[config.mk]
export PLATFORM = sky130hd
export DESIGN_NAME = ex_muldiv_unit
export DESIGN_NICKNAME = d
export VERILOG_FILES = /design/src/rtl/ex_muldiv_unit.sv
export SDC_FILE = /design/constraint.sdc
export NUM_CORES = 1
export LEC_CHECK = 0
export CORE_MARGIN = 1.5
export CORE_UTILIZATION = 45
export CTS_CLUSTER_DIAMETER = 200
export DETAILED_ROUTE_END_ITERATION = 6
export HOLD_SLACK_MARGIN = 0.05
export PLACE_DENSITY = 0.62
export SYNTH_ARGS = -nofsm -noshare
export SYNTH_HDL_FRONTEND = slang
export SYNTH_SLANG_ARGS = --single-unit
[constraint.sdc]
create_clock -name clk -period 17.7 [get_ports clk]
set_input_delay 1.77 -clock clk [delete_from_list [all_inputs] [get_ports clk]]
set_output_delay 1.77 -clock clk [all_outputs]
set_load 0.05 [all_outputs]
[src/rtl/ex_muldiv_unit.sv]
// Iterative RV32M multiply/divide engine for the EX stage: shift-add multiply and
// restoring divide, one bit per cycle, with the pipeline stalled while it runs.
module ex_muldiv_unit #(
   parameter int WIDTH = 32
) (
   input  logic             clk,
   input  logic             reset,
   input  logic             i_valid,
   input  logic [2:0]       i_op,
   input  logic [WIDTH-1:0] i_rs1,
   input  logic [WIDTH-1:0] i_rs2,
   input  logic [4:0]       i_rd,
   input  logic             i_flush,
   output logic             o_stall,
   output logic             o_busy,
   output logic             o_done,
   output logic [WIDTH-1:0] o_result,
   output logic [4:0]       o_rd,
   output logic [1:0]       o_state
);

   localparam int CW = $clog2(WIDTH);

   typedef enum logic [1:0] {S_IDLE = 2'd0, S_CALC = 2'd1, S_DONE = 2'd2} state_e;

   state_e             state_q, state_d;
   logic [CW-1:0]      cnt_q, cnt_d;
   logic [2:0]         op_q, op_d;
   logic               neg_q, neg_d;
   logic [WIDTH-1:0]   b_q, b_d;
   logic [2*WIDTH-1:0] acc_q, acc_d;
   logic [4:0]         rd_lat_q, rd_lat_d;
   logic               done_q, done_d;
   logic [WIDTH-1:0]   result_q, result_d;
   logic [4:0]         rd_q, rd_d;

   // Start-time operand decode: magnitudes, signs and the two divide special cases.
   logic               a_signed, b_signed, a_neg, b_neg, is_div, is_rem;
   logic               div_zero, div_ovf;
   logic [WIDTH-1:0]   a_mag, b_mag, special_res;

   always_comb begin
      is_div      = i_op[2];
      is_rem      = i_op[2] & i_op[1];
      a_signed    = (i_op == 3'd1) || (i_op == 3'd2) || (i_op == 3'd4) || (i_op == 3'd6);
      b_signed    = (i_op == 3'd1) || (i_op == 3'd4) || (i_op == 3'd6);
      a_neg       = a_signed & i_rs1[WIDTH-1];
      b_neg       = b_signed & i_rs2[WIDTH-1];
      a_mag       = a_neg ? -i_rs1 : i_rs1;
      b_mag       = b_neg ? -i_rs2 : i_rs2;
      div_zero    = is_div && (i_rs2 == '0);
      div_ovf     = is_div && b_signed && (i_rs1 == {1'b1, {(WIDTH-1){1'b0}}}) && (i_rs2 == '1);
      special_res = '0;
      if (div_zero)     special_res = is_rem ? i_rs1 : '1;
      else if (div_ovf) special_res = is_rem ? '0 : i_rs1;
   end

   // One iteration step and the signed result built from the post-step accumulator.
   logic [WIDTH:0]     mul_sum, rem_ext, rem_diff;
   logic [2*WIDTH-1:0] mul_nxt, div_nxt, step_nxt, prod_s;
   logic [WIDTH-1:0]   div_val, final_res;

   always_comb begin
      mul_sum  = {1'b0, acc_q[2*WIDTH-1:WIDTH]} + (acc_q[0] ? {1'b0, b_q} : '0);
      mul_nxt  = {mul_sum, acc_q[WIDTH-1:1]};
      rem_ext  = acc_q[2*WIDTH-1:WIDTH-1];
      rem_diff = rem_ext - {1'b0, b_q};
      if (!rem_diff[WIDTH]) div_nxt = {rem_diff[WIDTH-1:0], acc_q[WIDTH-2:0], 1'b1};
      else                  div_nxt = {rem_ext[WIDTH-1:0], acc_q[WIDTH-2:0], 1'b0};
      step_nxt = op_q[2] ? div_nxt : mul_nxt;
      prod_s   = neg_q ? -step_nxt : step_nxt;
      div_val  = op_q[1] ? step_nxt[2*WIDTH-1:WIDTH] : step_nxt[WIDTH-1:0];
      if (op_q[2])           final_res = neg_q ? -div_val : div_val;
      else if (op_q == 3'd0) final_res = prod_s[WIDTH-1:0];
      else                   final_res = prod_s[2*WIDTH-1:WIDTH];
   end

   always_comb begin
      state_d  = state_q;
      cnt_d    = cnt_q;
      op_d     = op_q;
      neg_d    = neg_q;
      b_d      = b_q;
      acc_d    = acc_q;
      rd_lat_d = rd_lat_q;
      done_d   = 1'b0;
      result_d = result_q;
      rd_d     = rd_q;
      case (state_q)
         S_IDLE: begin
            if (i_valid && !i_flush) begin
               op_d     = i_op;
               rd_lat_d = i_rd;
               if (div_zero || div_ovf) begin
                  result_d = special_res;
                  rd_d     = i_rd;
                  done_d   = 1'b1;
                  state_d  = S_DONE;
               end else begin
                  neg_d   = is_rem ? a_neg : (a_neg ^ b_neg);
                  b_d     = b_mag;
                  acc_d   = {{WIDTH{1'b0}}, a_mag};
                  cnt_d   = CW'(WIDTH - 1);
                  state_d = S_CALC;
               end
            end
         end
         S_CALC: begin
            acc_d = step_nxt;
            cnt_d = cnt_q - 1'b1;
            if (cnt_q == '0) begin
               result_d = final_res;
               rd_d     = rd_lat_q;
               done_d   = 1'b1;
               state_d  = S_DONE;
            end
         end
         default: state_d = S_IDLE;
      endcase
      // A flush kills the op wherever it is; the visible result stays untouched.
      if (i_flush) begin
         state_d  = S_IDLE;
         done_d   = 1'b0;
         result_d = result_q;
         rd_d     = rd_q;
      end
   end

   always_ff @(posedge clk or negedge reset) begin
      if (!reset) begin
         state_q  <= S_IDLE;
         cnt_q    <= '0;
         op_q     <= '0;
         neg_q    <= 1'b0;
         b_q      <= '0;
         acc_q    <= '0;
         rd_lat_q <= '0;
         done_q   <= 1'b0;
         result_q <= '0;
         rd_q     <= '0;
      end else begin
         state_q  <= state_d;
         cnt_q    <= cnt_d;
         op_q     <= op_d;
         neg_q    <= neg_d;
         b_q      <= b_d;
         acc_q    <= acc_d;
         rd_lat_q <= rd_lat_d;
         done_q   <= done_d;
         result_q <= result_d;
         rd_q     <= rd_d;
      end
   end

   assign o_stall  = ((state_q == S_IDLE) && i_valid) || (state_q == S_CALC);
   assign o_busy   = (state_q != S_IDLE);
   assign o_done   = done_q;
   assign o_result = result_q;
   assign o_rd     = rd_q;
   assign o_state  = state_q;

endmodule

==> impl_metrics.tcl, run 1 <==
set metrics [dict create \
    dp_slack_ns 10.53 \
    fmax_mhz 136 \
    fin_setup_tns_ns 0 \
    die_area_sq_um 39300 \
    clockRootBuffer "clkbuf_16" \
    maxSlewHeadroom_pct 25.7 \
    dp_hpwl_mm 53.9 \
    antenna_cells 0 \
    wl_mm 71.4 \
    synth_nets 2524 \
    swShare_pct 57.6 \
    synth.avg_cell_area_sq_um 7.23 \
    n_fill_cell 3825 \
    power.internal_uw 1520 \
    viasPerCell 6.48 \
    synth_ff_type "dfrtp_1" \
    pin_count 118 \
    vias 18800 \
    grt_overflow 0 \
    hp-class "register to register" \
    grt_usage_pct 36.7 \
    yosysWarnings 0 \
    instances_no_fill 2906 \
    combPwrFrac_pct 72.8 \
    drive_gt1_share_pct 5.47 \
    area_growth_pct 11.7 \
    rows 71 \
    path_class "register to register" \
    nNetsFinal 2531 \
    core_sq_um 37600 \
    syn-instance-count 2375 \
    clk_transition_reported_paths_ns 0.06 \
    wl_per_cell_microns 24.6 \
    period_needed_ns 7.34 \
    seq_area_frac_synth_pct 21.9 \
    insertion_delay_ns 0.47 \
    critPathRequiredTime_ns 18.05 \
    regArea_sq_um 3760 \
    multi_input_area_sq_um 12600 \
    numCtsBuffers 17 \
    syn-cell-area_sq_um 17200 \
    vdd_drop_max_mv 0.114 \
    p_clk_share_pct 10.6 \
    post_cts_buffers 0 \
    grt_pass1_wl_mm 109 \
    grt_max_degree 87 \
    switchingPower_uw 2060 \
    power_uw 3570 \
    cts_tree "yes" \
    antenna_found_initial 1 \
    period_share_pct 41.5 \
    hold_slack_ns 0.485 \
    status "complete, no violations" \
    synth_edf_count 0 \
    drtIter0Drc 1986 \
    die_h_microns 198 \
    post_cts_resized 0 \
    pwr-share-seq_pct 16.6 \
    synthArstFlopShare_pct 100 \
    setup_viol 0 \
    placed_cells 2874 \
    port_buffers 117 \
    postCtsHoldBufs 0 \
    crit_path_end_kind "register" \
    power.density_nw_per_um2 186 \
    p_leak_uw 0.00740 \
    die_w_microns 198 \
    initial_core_util_pct 45.7 \
    cts.sinks 150 \
    dr.pass1.iters 7 \
    ys_ff_latch 150 \
    tightestPinTransition_ns 1.12 \
    skew_ns 0.0154 \
    cp_max_fo 32 \
    grt_pass1_vias 17800 \
    h-tree-depth 4 \
    drc 0 \
    maxSlewViolCount 0 \
    max_cap_violations 0 \
    cp.arrival_ns 7.70 \
    finalHoldViolCount 0 \
    synth.distinct_cells 97 \
    ant_nets 0 \
    clockBufferDepth 2 \
    worst_slack_ns 10.36 \
    rsz0062_at_grt "false" \
    start_kind "register" \
    place.gp.congestion 0.969 \
]
-- per-layer routing --
metal  GRT usage [%]  routed length [microns]
met4            17.7                     3170
met3            6.68                     5250
met5               0                       13
met1            49.5                    31100
met2            56.5                    31900
-- Yosys cell counts, types with 56 or more instances --
library cell / count / area (sq um)
o211ai_1: 56 / 420
nor3_1: 73 / 365
a21oi_1: 181 / 906
inv_1: 64 / 240
dfrtp_1: 150 / 3750
nor2_1: 190 / 713
xnor2_1: 99 / 867
nand2_1: 313 / 1170
o21ai_0: 252 / 1260
xor2_1: 80 / 701
ha_1: 71 / 888
nand3_1: 69 / 345
clkbuf_1: 124 / 465
-- critical path, cell delays in order (launching register included) --
cell and delay [ns]:
dfrtp_1 0.44, inv_1 0.25, ha_1 0.24, inv_1 0.06, fa_1 0.41, a211oi_1 0.30, o211ai_1 0.24, nand3_1 0.25
a21boi_4 0.13, or3_1 0.36, buf_4 0.26, nand3_1 0.27, a21boi_0 0.29, ha_1 0.23, o21ai_0 0.20, nor3_1 0.49
nor3b_1 0.42, nand4b_1 0.21, or4_1 0.64, or4b_4 0.69, o41ai_4 0.26, xnor2_1 0.12, nor3_2 0.11, a211oi_1 0.07
a211o_1 0.26
-- state kept, by name, indices dropped and copies added, names as in the netlist --
| register | flops |
|---|---|
| b_q | 32 |
| rd_lat_q | 5 |
| neg_q | 1 |
| o_state | 2 |
| acc_q | 64 |
| o_done | 1 |
| o_result | 32 |
| cnt_q | 5 |
| op_q | 3 |
| o_rd | 5 |
-- power by group through the flow --
| stage | clock [uW] | combinational (uW) | sequential, uW |
|---|---|---|---|
| finish | 380 | 2600 | 592 |
| global placement | 0 | 2530 | 590 |
| detailed placement | 0 | 2530 | 594 |
| CTS | 384 | 2540 | 588 |
| floorplan | 0 | 1820 | 522 |
| global route | 397 | 2810 | 603 |
-- logic make-up (layout without fill, tap and decap cells) --
logic type / Yosys count / count (layout) / synth area share (%)
and+or+nand+nor: 867 / 867 / 23.9
AOI/OAI and AO/OA: 830 / 830 / 31.3
buffers and inverters: 223 / 243 / 5.21
xor gates and xnor gates: 179 / 179 / 9.13
DFF: 150 / 150 / 21.9
adders and majority gates: 73 / 73 / 5.41
muxes: 53 / 53 / 3.21
-- path summary, 6_finish.rpt --
path,slack (ns),from,depth (start not counted),end
hold / removal,0.48,o_result[12],2,o_result[12]
setup / recovery,10.36,acc_q[31],24,o_result[28]
setup reg to reg,10.36,acc_q[31],24,o_result[28]
min in group asynchronous,1.37,reset,1,o_done
hold reg to reg,0.48,o_result[12],2,o_result[12]
max in group asynchronous,14.85,reset,2,b_q[24]
-- layout by cell type (no fill, tap or decap), types with 19 or more instances in the layout --
cell type          n
o21a_1            21
clkdlybuf4s50_1  116
a31oi_1           47
and2_1            46
ha_1              71
nand4_1           49
a21o_1            34
mux2i_1           37
o31ai_1           43
dfrtp_1          148
inv_1             63
nand2_1          312
nor4_1            19
buf_4             29
nor2_1           188
xor2_1            80
a211oi_1          25
nor3_1            73
o211ai_1          56
a21oi_1          181
o21ai_0          252
xnor2_1           99
nand3_1           69
-- cell type report --
class | count | area share (%)
clock buffer | 20 | 2.38
sequential | 150 | 19.6
inverter | 65 | 1.27
tap | 511 | 3.34
timing repair buffer | 146 | 7.25
clock inverter | 12 | 0.653
multi-input combinational | 2002 | 65.5
-- through the flow --
stage	util (%)	cell area (sq um)
2_1_floorplan	-	17200
3_3_place_gp	49.5	18600
3_5_place_dp	49.5	18600
4_1_cts	51.0	19200
5_1_grt	51.0	19200
6_report	51.0	19200
Note: power is estimated with default switching activity, not from simulation.
==> inputs of run 2 (changes only) <==
- PLACE_DENSITY: 0.62 -> 0.64
- clock period: 17.7 -> 6.4 ns (I/O delays scaled with it)
==> impl_metrics.tcl, run 2 (synthesized netlist as in run 1, its figures left out) <==
set metrics [dict create \
    dr.pass1.iters 6 \
    grt_overflow 0 \
    max_cap_violations 0 \
    multi_input_area_sq_um 12600 \
    fmax_mhz 167 \
    port_buffers 117 \
    pin_count 118 \
    switchingPower_uw 5780 \
    period_share_pct 93.8 \
    wl_met1_mm 31.2 \
    nNetsFinal 2570 \
    grt_pass1_vias 18000 \
    cts_tree "yes" \
    drc 0 \
    dp_slack_ns 0.188 \
    ant_nets 0 \
    p_leak_uw 0.00759 \
    grt_max_degree 81 \
    wl_per_cell_microns 24.4 \
    finalHoldViolCount 0 \
    power.internal_uw 4290 \
    initial_core_util_pct 45.7 \
    die_area_sq_um 39300 \
    vias 19100 \
    swShare_pct 57.4 \
    wl_met2_mm 32.4 \
    slowest_delay_ns 0.65 \
    wl_met3_mm 5.48 \
    postCtsHoldBufs 0 \
    clk_transition_reported_paths_ns 0.07 \
    die_h_microns 198 \
    period_needed_ns 6.01 \
    drive_gt1_share_pct 7.19 \
    dp_hpwl_mm 55.6 \
    clockRootBuffer "clkbuf_16" \
    drtIter0Drc 1995 \
    grt_usage_pct 36.8 \
    viasPerCell 6.50 \
    cp_max_fo 8 \
    p_clk_share_pct 10.3 \
    die_w_microns 198 \
    setup_viol 0 \
    n_fill_cell 3826 \
    crit_path_end_kind "register" \
    area_growth_pct 13.5 \
    pwr-share-seq_pct 15.8 \
    maxSlewHeadroom_pct 31.5 \
    combPwrFrac_pct 73.9 \
    power.density_nw_per_um2 517 \
    vdd_drop_max_mv 0.281 \
    worst_slack_ns 0.394 \
    power_uw 10100 \
    largest-register "acc_q" \
    start_kind "register" \
    rows 71 \
    wl_mm 71.9 \
    crit_path_cell_trace "inv_1, ha_1, inv_1, fa_1, a211oi_2, o211ai_1, nand3_2, a21boi_4, or3_1, nand3_1, a21boi_1, ha_1, o21ai_0, nor3_1, nor3b_2, nand4b_1, or4_4, or4b_4, o41ai_4, xnor2_1, nor3_2, a211oi_1, a211o_1" \
    grt_pass1_wl_mm 109 \
    clockBufferDepth 2 \
    status "complete, no violations" \
    final_common_cell "nand2_1" \
    antenna_found_initial 2 \
    largest_register_ff_count 64 \
    skew_ns 0.0102 \
    insertion_delay_ns 0.46 \
    maxSlewViolCount 0 \
    cts.sinks 150 \
    tightestPinTransition_ns 1.01 \
    regArea_sq_um 3760 \
    core_sq_um 37600 \
    numCtsBuffers 17 \
    slowest_stage "or4b_4" \
    path_class "register to register" \
    cp.arrival_ns 6.35 \
    place.gp.congestion 0.973 \
    hp-class "input port to asynchronous set/reset pin" \
    critPathRequiredTime_ns 6.75 \
    final_cell_mix "312 x nand2_1, 252 x o21ai_0, 188 x nor2_1" \
    h-tree-depth 4 \
    routed.top_layer "met5" \
]
run 2: cell types whose count changed in the layout (fill, tap and decap cells not counted), moves of 2 or more:
cell	delta
buf_4	+38
clkbuf_8	-2
inv_6	+4
clkinv_2	-2
clkinv_4	+2
run 2: power groups by stage:
stage                     registers [uW]  clock network, uW  logic [uW]
after floorplan                     1440                  0        5030
after global placement              1590                  0        7190
after detailed placement            1600                  0        7180
after CTS                           1590               1040        7230
after global routing                1630               1080        8020
final                               1590               1030        7440
run 2: path summary, 6_finish.rpt:
path                              start      endpoint  slack (ns)  cells after the start
setup / recovery              acc_q[31]  o_result[28]        0.39                     23
hold / removal                    reset        o_done        0.06                      1
setup reg to reg              acc_q[31]  o_result[28]        0.39                     23
hold reg to reg            o_result[29]  o_result[29]        0.48                      2
max in group asynchronous         reset         neg_q        5.02                      2
min in group clk           o_result[29]  o_result[29]        0.48                      2
run 2: area by class of cell:
| class | instances | share of cell area, % |
|---|---|---|
| Clock inverter | 15 | 0.726 |
| Timing Repair Buffer | 185 | 8.70 |
| Antenna cell | 1 | 0.0128 |
| Inverter | 65 | 1.25 |
| Sequential cell | 150 | 19.3 |
| Clock buffer | 17 | 2.18 |
| Tap cell | 511 | 3.28 |
| Multi-Input combinational cell | 2002 | 64.5 |
run 2: per-stage QoR:
step           util (%)  hold slack (ns)  area, sq um  setup TNS (ns)  instances
2_1_floorplan         -            0.344        17200               0       2375
3_3_place_gp       50.2            0.467        18900               0       2911
3_5_place_dp       50.2            0.471        18900               0       2911
4_1_cts            51.7           0.0641        19400               0       2943
5_1_grt            51.8           0.0720        19500         -0.0296       2945
6_report           51.8           0.0584        19500               0       2946
run 2: worst max-delay path, delay by kind of cell (launching register included):
family	cells	cell delay, ns
AND/OR/NAND/NOR	9	2.74
AO/OA/AOI/OAI	8	1.62
adder cells (fa/ha/maj)	3	0.82
flip-flops	1	0.43
buffers and inverters	2	0.16
XOR/XNOR	1	0.11
run 2: timing repair:
item                                    4_1_cts  5_1_grt
gates resized for setup                       0        5
endpoints found under the setup margin        0        8
setup buffers                                 0        2
run 2: routing by layer:
| metal | global-route usage, % | up-vias |
|---|---|---|
| met5 | 0 | - |
| met4 | 14.4 | 2 |
| met3 | 5.64 | 157 |
| met2 | 57.5 | 884 |
| met1 | 50.7 | 9273 |
| li1 | - | 8832 |
==> inputs of run 3 (changes only) <==
- PLACE_DENSITY: 0.64 -> 0.62
- clock period: 6.4 -> 7.1 ns (I/O delays scaled with it)
==> impl_metrics.tcl, run 3 (synthesized netlist as in run 1, its figures left out) <==
set metrics [dict create \
    post_cts_resized 0 \
    combPwrFrac_pct 71.7 \
    cp_max_fo 9 \
    power.density_nw_per_um2 466 \
    place_area_sq_um 18700 \
    largest-register "acc_q" \
    hp-class "input port to asynchronous set/reset pin" \
    die_area_sq_um 39300 \
    cts.sinks 150 \
    switchingPower_uw 5110 \
    critPathRequiredTime_ns 7.46 \
    drtIter0Drc 2053 \
    path_class "register to register" \
    instances_no_fill 2916 \
    cts_tree "yes" \
    grt_pass1_vias 17600 \
    skew_ns 0.00760 \
    grt_pass1_wl_mm 108 \
    setup_viol 0 \
    p_leak_uw 0.00749 \
    worstRegToRegCells 23 \
    antenna_found_initial 2 \
    nNetsFinal 2541 \
    final_common_cell "nand2_1" \
    slowest_stage "or4b_4" \
    grt_overflow 0 \
    initial_core_util_pct 45.7 \
    wl_per_cell_microns 24.6 \
    maxSlewHeadroom_pct 28.1 \
    numCtsBuffers 17 \
    start_kind "register" \
    period_needed_ns 6.72 \
    die_h_microns 198 \
    viasPerCell 6.46 \
    period_share_pct 94.6 \
    clk_transition_reported_paths_ns 0.07 \
    place.gp.congestion 0.967 \
    clockBufferDepth 2 \
    area_growth_pct 12.6 \
    dp_hpwl_mm 55.3 \
    insertion_delay_ns 0.47 \
    wl_mm 71.7 \
    fin_area_sq_um 19300 \
    ant_nets 0 \
    h-tree-depth 4 \
    slowest_delay_ns 0.65 \
    fin_setup_tns_ns 0 \
    crit_path_cell_trace "inv_1, ha_1, inv_1, fa_1, a211oi_1, o211ai_1, nand3_1, a21boi_4, or3_1, nand3_1, a21boi_0, ha_1, o21ai_0, nor3_1, nor3b_2, nand4b_1, or4_4, or4b_4, o41ai_4, xnor2_1, nor3_2, a211oi_1, a211o_1" \
    status "complete, no violations" \
    fin_util_pct 51.4 \
    critPathLaunch "acc_q[31]" \
    final_cell_mix "312 x nand2_1, 252 x o21ai_0, 188 x nor2_1" \
    pin_count 118 \
    placed_cells 2884 \
    antenna_cells 0 \
    fmax_mhz 149 \
    swShare_pct 56.7 \
    maxSlewViolCount 0 \
    dr.pass1.iters 6 \
    vias 18800 \
    max_cap_violations 0 \
    p_clk_share_pct 11.8 \
    pwr-share-seq_pct 16.6 \
    clockRootBuffer "clkbuf_16" \
    post_cts_buffers 0 \
    drive_gt1_share_pct 5.95 \
    power.internal_uw 3910 \
    vdd_drop_max_mv 0.256 \
    cp.arrival_ns 7.07 \
    drc 0 \
    grt_usage_pct 36.5 \
    core_sq_um 37600 \
    tightestPinTransition_ns 1.06 \
    finalHoldViolCount 0 \
    r2r-start "acc_q[31]" \
    rows 71 \
    postCtsHoldBufs 0 \
    crit_path_end_kind "register" \
    grt_max_degree 71 \
    rsz0062_at_grt "false" \
    largest_register_ff_count 64 \
    die_w_microns 198 \
    port_buffers 117 \
]
[run 3: cell types whose count changed in the layout (fill, tap and decap cells not counted), moves of 2 or more]
cell,previous run,this run
inv_6,6,1
clkbuf_8,0,2
bufinv_16,1,5
buf_4,67,39
[run 3: path summary, 6_finish.rpt]
check / end / slack, ns
min: o_done / 0.16
min in group clk: o_result[7] / 0.49
min reg2reg: o_result[7] / 0.49
max in group asynchronous: acc_q[57] / 5.74
max: o_result[28] / 0.38
max reg2reg: o_result[28] / 0.38
[run 3: metrics by stage]
stage	hold slack (ns)	power [uW]	setup slack (ns)
after global placement	0.465	7760	0.679
after CTS	0.170	8870	0.357
after floorplan	0.414	5840	1.04
final	0.162	9020	0.382
after global routing	0.183	9600	0.105
after detailed placement	0.473	7780	0.402
[run 3: final cells by class]
type | count | area (sq um)
clock buffer | 20 | 457
sequential | 150 | 3760
tap | 511 | 639
inverter | 65 | 244
timing repair buffer | 156 | 1470
multi-input combinational | 2002 | 12600
clock inverter | 12 | 199
fill | 3789 | 18300
[run 3: power groups by stage]
stage | clock (uW) | combinational [uW] | sequential (uW)
after floorplan | 0 | 4540 | 1300
after global placement | 0 | 6270 | 1490
after detailed placement | 0 | 6280 | 1500
after CTS | 1070 | 6320 | 1480
after global routing | 1100 | 6960 | 1530
final | 1060 | 6460 | 1490
[run 3: worst max-delay path, delay by kind of cell (launching register included)]
family,cells,cell delay (ns)
and+or+nand+nor,9,2.96
xor gates and xnor gates,1,0.11
DFF,1,0.43
buffers and inverters,2,0.36
AOI/OAI and AO/OA,8,1.82
adders and majority gates,3,0.91
[run 3: metal layers]
| metal | global-route usage, % | part of all wire [%] |
|---|---|---|
| met1 | 50.1 | 44 |
| met4 | 13.8 | 3.8 |
| met5 | 0 | 0.017 |
| met3 | 6.10 | 7.5 |
| met2 | 57.2 | 45 |
